--- config.mk ---
export PLATFORM = sky130hd
export DESIGN_NAME = mem_stage
export DESIGN_NICKNAME = d
export VERILOG_FILES = /design/src/rtl/mem_stage.sv
export SDC_FILE = /design/constraint.sdc
export NUM_CORES = 1
export LEC_CHECK = 0
export CORE_MARGIN = 5
export CORE_UTILIZATION = 45
export DETAILED_ROUTE_END_ITERATION = 7
export DONT_BUFFER_PORTS = 1
export GPL_TIMING_DRIVEN = 0
export PLACE_DENSITY = 0.63
export REMOVE_ABC_BUFFERS = 1
export SYNTH_ARGS = -nofsm -noshare
export SYNTH_HDL_FRONTEND = slang
export SYNTH_SLANG_ARGS = --single-unit
--- constraint.sdc ---
create_clock -name clk -period 3.1 [get_ports clk]
set_clock_uncertainty 0.05 [all_clocks]
set_input_delay 0.465 -clock clk [delete_from_list [all_inputs] [get_ports clk]]
set_output_delay 0.465 -clock clk [all_outputs]
set_load 0.05 [all_outputs]
--- src/rtl/mem_stage.sv ---
// mem_stage: MEM pipeline stage between exe_stage and wb_stage.
// Latches the EXE bus, samples synchronous data-SRAM read data (holding it
// across WB back-pressure), extracts/merges load data and forwards the
// result to WB. Also provides hazard and exception status to DE/EXE.
//
// Optional feature macro: MS_LOAD_FWD_EN
//   defined   - ms_value carries extracted load data, ms_load_block is 0.
//   undefined - ms_value carries the raw value/address, loads raise
//               ms_load_block so decode stalls for one cycle.
//
// Handshake: a transfer EXE->MEM happens on an edge where es_to_ms_valid &
// ms_allowin; MEM->WB happens on an edge where ms_to_ws_valid & ws_allowin.
// A valid producer holds its bus stable until the transfer edge.
module mem_stage #(
    parameter int ES_TO_MS_BUS_WD = 160,
    parameter int MS_TO_WS_BUS_WD = 121
) (
    input  logic                       clk,
    input  logic                       resetn,
    input  logic                       ws_allowin,
    output logic                       ms_allowin,
    input  logic                       es_to_ms_valid,
    input  logic [ES_TO_MS_BUS_WD-1:0] es_to_ms_bus,
    input  logic [31:0]                data_sram_rdata,
    output logic                       ms_to_ws_valid,
    output logic [MS_TO_WS_BUS_WD-1:0] ms_to_ws_bus,
    input  logic                       eret_flush,
    input  logic                       ws_ex_in,
    output logic                       ms_ex_out,
    output logic [4:0]                 reg_dest_ms,
    output logic [31:0]                ms_value,
    output logic                       ms_load_block,
    output logic                       ms_mfc0,
    output logic                       ms_rd_held_o
);

    typedef enum logic {
        RD_LIVE = 1'b0,
        RD_HELD = 1'b1
    } rd_state_e;

    rd_state_e                  rd_state_q;
    logic                       ms_valid_q;
    logic [31:0]                rdata_hold_q;
    logic [ES_TO_MS_BUS_WD-1:0] bus_q;

    logic        ms_ready_go;
    logic        flush;
    logic [31:0] ld_data;

    // Unpacked fields of the latched EXE bus
    logic [4:0]  f_cp0_rd;
    logic        f_ex;
    logic        f_bd;
    logic [4:0]  f_excode;
    logic [31:0] f_badvaddr;
    logic [2:0]  f_cp0_sel;
    logic        f_eret;
    logic        f_sys;
    logic        f_mtc0;
    logic        f_mfc0;
    logic [31:0] f_rt_value;
    logic        f_lwl;
    logic        f_lwr;
    logic        f_lhu;
    logic        f_lh;
    logic        f_lbu;
    logic        f_lb;
    logic        f_load_op;
    logic        f_gr_we;
    logic [4:0]  f_dest;
    logic [31:0] f_value;
    logic [31:0] f_pc;

    logic [1:0]  addr_lo;
    logic [7:0]  ld_byte;
    logic [15:0] ld_half;
    logic [31:0] lwl_res;
    logic [31:0] lwr_res;
    logic [31:0] load_result;
    logic [31:0] final_result;

    assign f_cp0_rd   = bus_q[159:155];
    assign f_ex       = bus_q[154];
    assign f_bd       = bus_q[153];
    assign f_excode   = bus_q[152:148];
    assign f_badvaddr = bus_q[147:116];
    assign f_cp0_sel  = bus_q[115:113];
    assign f_eret     = bus_q[112];
    assign f_sys      = bus_q[111];
    assign f_mtc0     = bus_q[110];
    assign f_mfc0     = bus_q[109];
    assign f_rt_value = bus_q[108:77];
    assign f_lwl      = bus_q[76];
    assign f_lwr      = bus_q[75];
    assign f_lhu      = bus_q[74];
    assign f_lh       = bus_q[73];
    assign f_lbu      = bus_q[72];
    assign f_lb       = bus_q[71];
    assign f_load_op  = bus_q[70];
    assign f_gr_we    = bus_q[69];
    assign f_dest     = bus_q[68:64];
    assign f_value    = bus_q[63:32];
    assign f_pc       = bus_q[31:0];

    assign ms_ready_go    = 1'b1;
    assign flush          = eret_flush | ws_ex_in;
    assign ms_allowin     = !ms_valid_q | (ms_ready_go & ws_allowin);
    assign ms_to_ws_valid = ms_valid_q & !flush;

    // Stage valid and read-data hold FSM; flush wins over accept, and a
    // stalled load freezes the SRAM data seen in its first MEM cycle.
    always_ff @(posedge clk or negedge resetn) begin
        if (!resetn) begin
            ms_valid_q   <= 1'b0;
            rd_state_q   <= RD_LIVE;
            rdata_hold_q <= 32'd0;
        end else if (flush) begin
            ms_valid_q <= 1'b0;
            rd_state_q <= RD_LIVE;
        end else if (ms_allowin) begin
            ms_valid_q <= es_to_ms_valid;
            rd_state_q <= RD_LIVE;
        end else if (rd_state_q == RD_LIVE && ms_valid_q && f_load_op) begin
            rd_state_q   <= RD_HELD;
            rdata_hold_q <= data_sram_rdata;
        end
    end

    // Bus register loads only on an EXE->MEM transfer
    always_ff @(posedge clk or negedge resetn) begin
        if (!resetn) begin
            bus_q <= '0;
        end else if (es_to_ms_valid && ms_allowin && !flush) begin
            bus_q <= es_to_ms_bus;
        end
    end

    assign ld_data      = (rd_state_q == RD_HELD) ? rdata_hold_q : data_sram_rdata;
    assign ms_rd_held_o = (rd_state_q == RD_HELD);
    assign addr_lo      = f_value[1:0];

    // Load extraction and merge with rt for the unaligned lwl/lwr pair
    always_comb begin
        ld_byte = ld_data[7:0];
        lwl_res = ld_data;
        lwr_res = ld_data;
        case (addr_lo)
            2'd0: begin
                ld_byte = ld_data[7:0];
                lwl_res = {ld_data[7:0], f_rt_value[23:0]};
                lwr_res = ld_data;
            end
            2'd1: begin
                ld_byte = ld_data[15:8];
                lwl_res = {ld_data[15:0], f_rt_value[15:0]};
                lwr_res = {f_rt_value[31:24], ld_data[31:8]};
            end
            2'd2: begin
                ld_byte = ld_data[23:16];
                lwl_res = {ld_data[23:0], f_rt_value[7:0]};
                lwr_res = {f_rt_value[31:16], ld_data[31:16]};
            end
            default: begin
                ld_byte = ld_data[31:24];
                lwl_res = ld_data;
                lwr_res = {f_rt_value[31:8], ld_data[31:24]};
            end
        endcase
        ld_half = addr_lo[1] ? ld_data[31:16] : ld_data[15:0];

        load_result = ld_data;
        if (f_lwl) begin
            load_result = lwl_res;
        end else if (f_lwr) begin
            load_result = lwr_res;
        end else if (f_lh) begin
            load_result = {{16{ld_half[15]}}, ld_half};
        end else if (f_lhu) begin
            load_result = {16'd0, ld_half};
        end else if (f_lb) begin
            load_result = {{24{ld_byte[7]}}, ld_byte};
        end else if (f_lbu) begin
            load_result = {24'd0, ld_byte};
        end
    end

    assign final_result = f_load_op ? load_result : f_value;

    assign ms_to_ws_bus = {
        f_cp0_rd,            // 120:116
        f_ex,                // 115
        f_bd,                // 114
        f_excode,            // 113:109
        f_badvaddr,          // 108:77
        f_cp0_sel,           // 76:74
        f_eret,              // 73
        f_sys,               // 72
        f_mtc0,              // 71
        f_mfc0,              // 70
        f_gr_we & !f_ex,     // 69: faulting instructions must not write back
        f_dest,              // 68:64
        final_result,        // 63:32
        f_pc                 // 31:0
    };

    assign ms_ex_out   = ms_valid_q & (f_ex | f_eret);
    assign reg_dest_ms = (ms_valid_q & f_gr_we) ? f_dest : 5'd0;
    assign ms_mfc0     = ms_valid_q & f_mfc0;

`ifdef MS_LOAD_FWD_EN
    assign ms_value      = final_result;
    assign ms_load_block = 1'b0;
`else
    // Extractor is kept off the bypass path; decode must stall on loads.
    assign ms_value      = f_value;
    assign ms_load_block = ms_valid_q & f_load_op;
`endif

endmodule
==> results.md <==
* Fin area at 13,300 µm²
* Seq/Total Area, Yosys at 42.5%
* Asr flop ratio synth at 100%
* Core Area at 25,100 µm²
* Via count at 7,819
* Cell taking the most area after synthesis: dfrtp_1
* R2R Path Start: ms_valid_q
* Period utilization at 104%
* Crit path capture: ms_to_ws_bus[40]
* Placed inst area at 10,900 µm²
* Top_reg_cell synth: dfrtp_1
* Sequential Area at 4880 µm²
* Relative slew slack at 21.0%
* Routed WL at between 30 and 40 mm
* All-Layer GR Usage at 25.9%
* Final Total Pwr at about 0.011 W
* Nets at 1,052
* CTS tree: done
* Row count at 58
* Drt pass-1 iters at 5
* R2R setup slack at 0.40 ns
* Area share of fa/ha/maj cells after synthesis at 0%
* Avg Cell Area, Syn at 12.0 µm²
* PwrDens at between 800 and 900 nW/µm²
* HPWL after DPL at around 24 mm
* DRC viols at 0
* PortBufs at 0
* Initial Util at 45.5%
* Count of different cell masters after synthesis at 58
* Fillers at 2,085
* TritonCTS Buffers at 17
* Failing checks: hold timing, setup timing
* Clk Latency, worst-skew pair at 0.43 ns
* PnR worst setup slack at -0.114 ns
* Vias in the first global route at slightly above 8,000
* DRT antenna net count at 0
* Die height at between 150 and 200 µm
* Hold slack at -0.327 ns
* Slew Viols, Final at 0
* Antenna violations before repair at 10
* Clock slew at reported path FFs at 0.08 ns
* Critical path launch point type: flip-flop
* Post-Syn Area at 11,400 µm²
* Clock Tree Buf Depth at 2
* Synth Area in Compound Gates at between 10 and 15%
* Worst EP required at 2.58 ns
* Leak at 5.25 nW
* Post-synth EDFFs at 0
* Largest net degree at the start of global routing at 195
* Area Overhead vs Synth at 16.5%
* Crit. End Element: output port
* Final Critical Period at approximately 3.2 ns
* Drt wl/cell at 32.0 µm
* Largest fanout on the critical path at 7
* Clk root buf: clkbuf_16
* Via density at 6.53
* Largest family of logic cells by synthesized area: multiplexers
* Post-synth top area share at between 40% and 50%
* Critical path arrival at 2.70 ns
* I/O Pins at 362
* Area of the multi-input gates at 6440 µm²
* Die ar. at 28,700 µm²
* Endpoints failing hold at 194
* # H-tree levels at 4
* Most numerous cell in the Yosys netlist: mux2_2
* Gr ovfl total at 0
* First-pass GRT wire length at 55.4 mm
* Flop and latch count out of synthesis at 194
* Clk sinks at 194
* Critical path type: flip-flop to output port
* RSZ-0062 raised after global routing: true
* Die X at 169 µm
* Post-synth top cells: mux2_2, dfrtp_1, buf_4, a21oi_1, mux4_2
* Top cells by area, synth: dfrtp_1, mux2_2, buf_4
* RR Endpoint: bus_q[32]
* Max VDD drop at 0.391 mV
* Post-Synth Simple-Gate Area at around 4.7%
* Setup violators final at 23
* Min-delay worst type: input pin to asynchronous set/reset pin
* Fmax at 0.311 GHz
* Number of max-cap violations at 0
* Status: complete, but fails checks
* Multiplexer share of the synthesized area at 31.6%
* Yosys warning total at 0
* Initial DRC Count at 560
* Post-synthesis xor/xnor area fraction at 0%
* GPL Wtd Cong at 0.805
* Synthesized instance count at 949
* R2r worst-path depth at 6
* CP Launch Point: ms_rd_held_o
* Share of cells above drive strength 1 at 53.3%
* Worst Tran Pin Value at 1.18 ns
## worst max-delay path, stage by stage, from the launching register on
cell	delay (ns)
dfrtp_4	0.53
mux4_2	0.63
mux2_4	0.43
a221o_1	0.36
a22o_4	0.30
## kinds of logic (layout without fill, tap and decap cells)
kind of cell / after synthesis / after routing
AO/OA/AOI/OAI: 168 / 168
AND/OR/NAND/NOR: 102 / 102
other: 0 / 1
multiplexers: 288 / 291
flip-flops: 194 / 194
buffers and inverters: 197 / 112
## flip-flops by register name (all words and copies together) (netlist names)
signal	flops
bus_q	160
rdata_hold_q	32
ms_rd_held_o	1
ms_valid_q	1
## worst min path at each step
stage                end  slack (ns)  depth (start not counted)
2_1_floorplan   bus_q[0]        0.12                          0
6_report       bus_q[45]       -0.33                          0
3_5_place_dp   bus_q[45]        0.13                          0
5_1_grt        bus_q[45]       -0.35                          0
4_1_cts        bus_q[90]       -0.35                          0
3_3_place_gp   bus_q[45]        0.12                          0
## repair_timing
item,in CTS,in global routing
endpoints found under the setup margin,32,31
hold endpoints to repair,194,194
buffers inserted,38,19
pin swaps,43,32
gates cloned,7,1
resized for setup,158,35
## cell usage in the layout (no fill, tap or decap), drive strengths merged, types with 13 or more instances in the layout
cell	count
nand2	24
nor2	22
o221ai	13
mux4	35
clkbuf	19
o22ai	20
mux2i	23
mux2	233
dfrtp	194
a21oi	49
inv	15
buf	70
a221oi	13
## layout make-up
class,instances,share of cell area [%]
clock buffer,18,3.22
clock inverter,14,1.32
inverter,8,0.376
tap,330,3.10
multi-input combinational,561,48.3
antenna,1,0.0188
sequential,194,36.6
timing repair buffer,72,7.01
## per-layer routing
metal | vias up | part of all wire (%) | global-route usage (%)
met1 | 3969 | 36 | 29.6
met5 | - | 0.35 | 0
met2 | 451 | 50 | 44.2
met3 | 123 | 9.5 | 8.57
li1 | 3258 | - | -
met4 | 18 | 4.5 | 11.8
## per-stage QoR
step | setup TNS [ns] | instances | utilization [%] | hold WS [ns] | setup WS (ns)
finish | -1.27 | 1198 | 53.0 | -0.327 | -0.114
global placement | -1073.53 | 1090 | 42.3 | 0.125 | -5.70
detailed placement | -33.29 | 1100 | 43.5 | 0.126 | -1.90
CTS | -1.11 | 1177 | 51.5 | -0.348 | -0.0876
floorplan | -591.42 | 760 | - | 0.119 | -3.18
global route | -2.42 | 1197 | 53.0 | -0.350 | -0.139
## power by group
part	internal [W]	switching [W]
clock network	0.00111	0.00119
logic	0.00150	0.00234
registers	0.00300	0.00167
No activity file was read; power rests on OpenSTA's default activity.
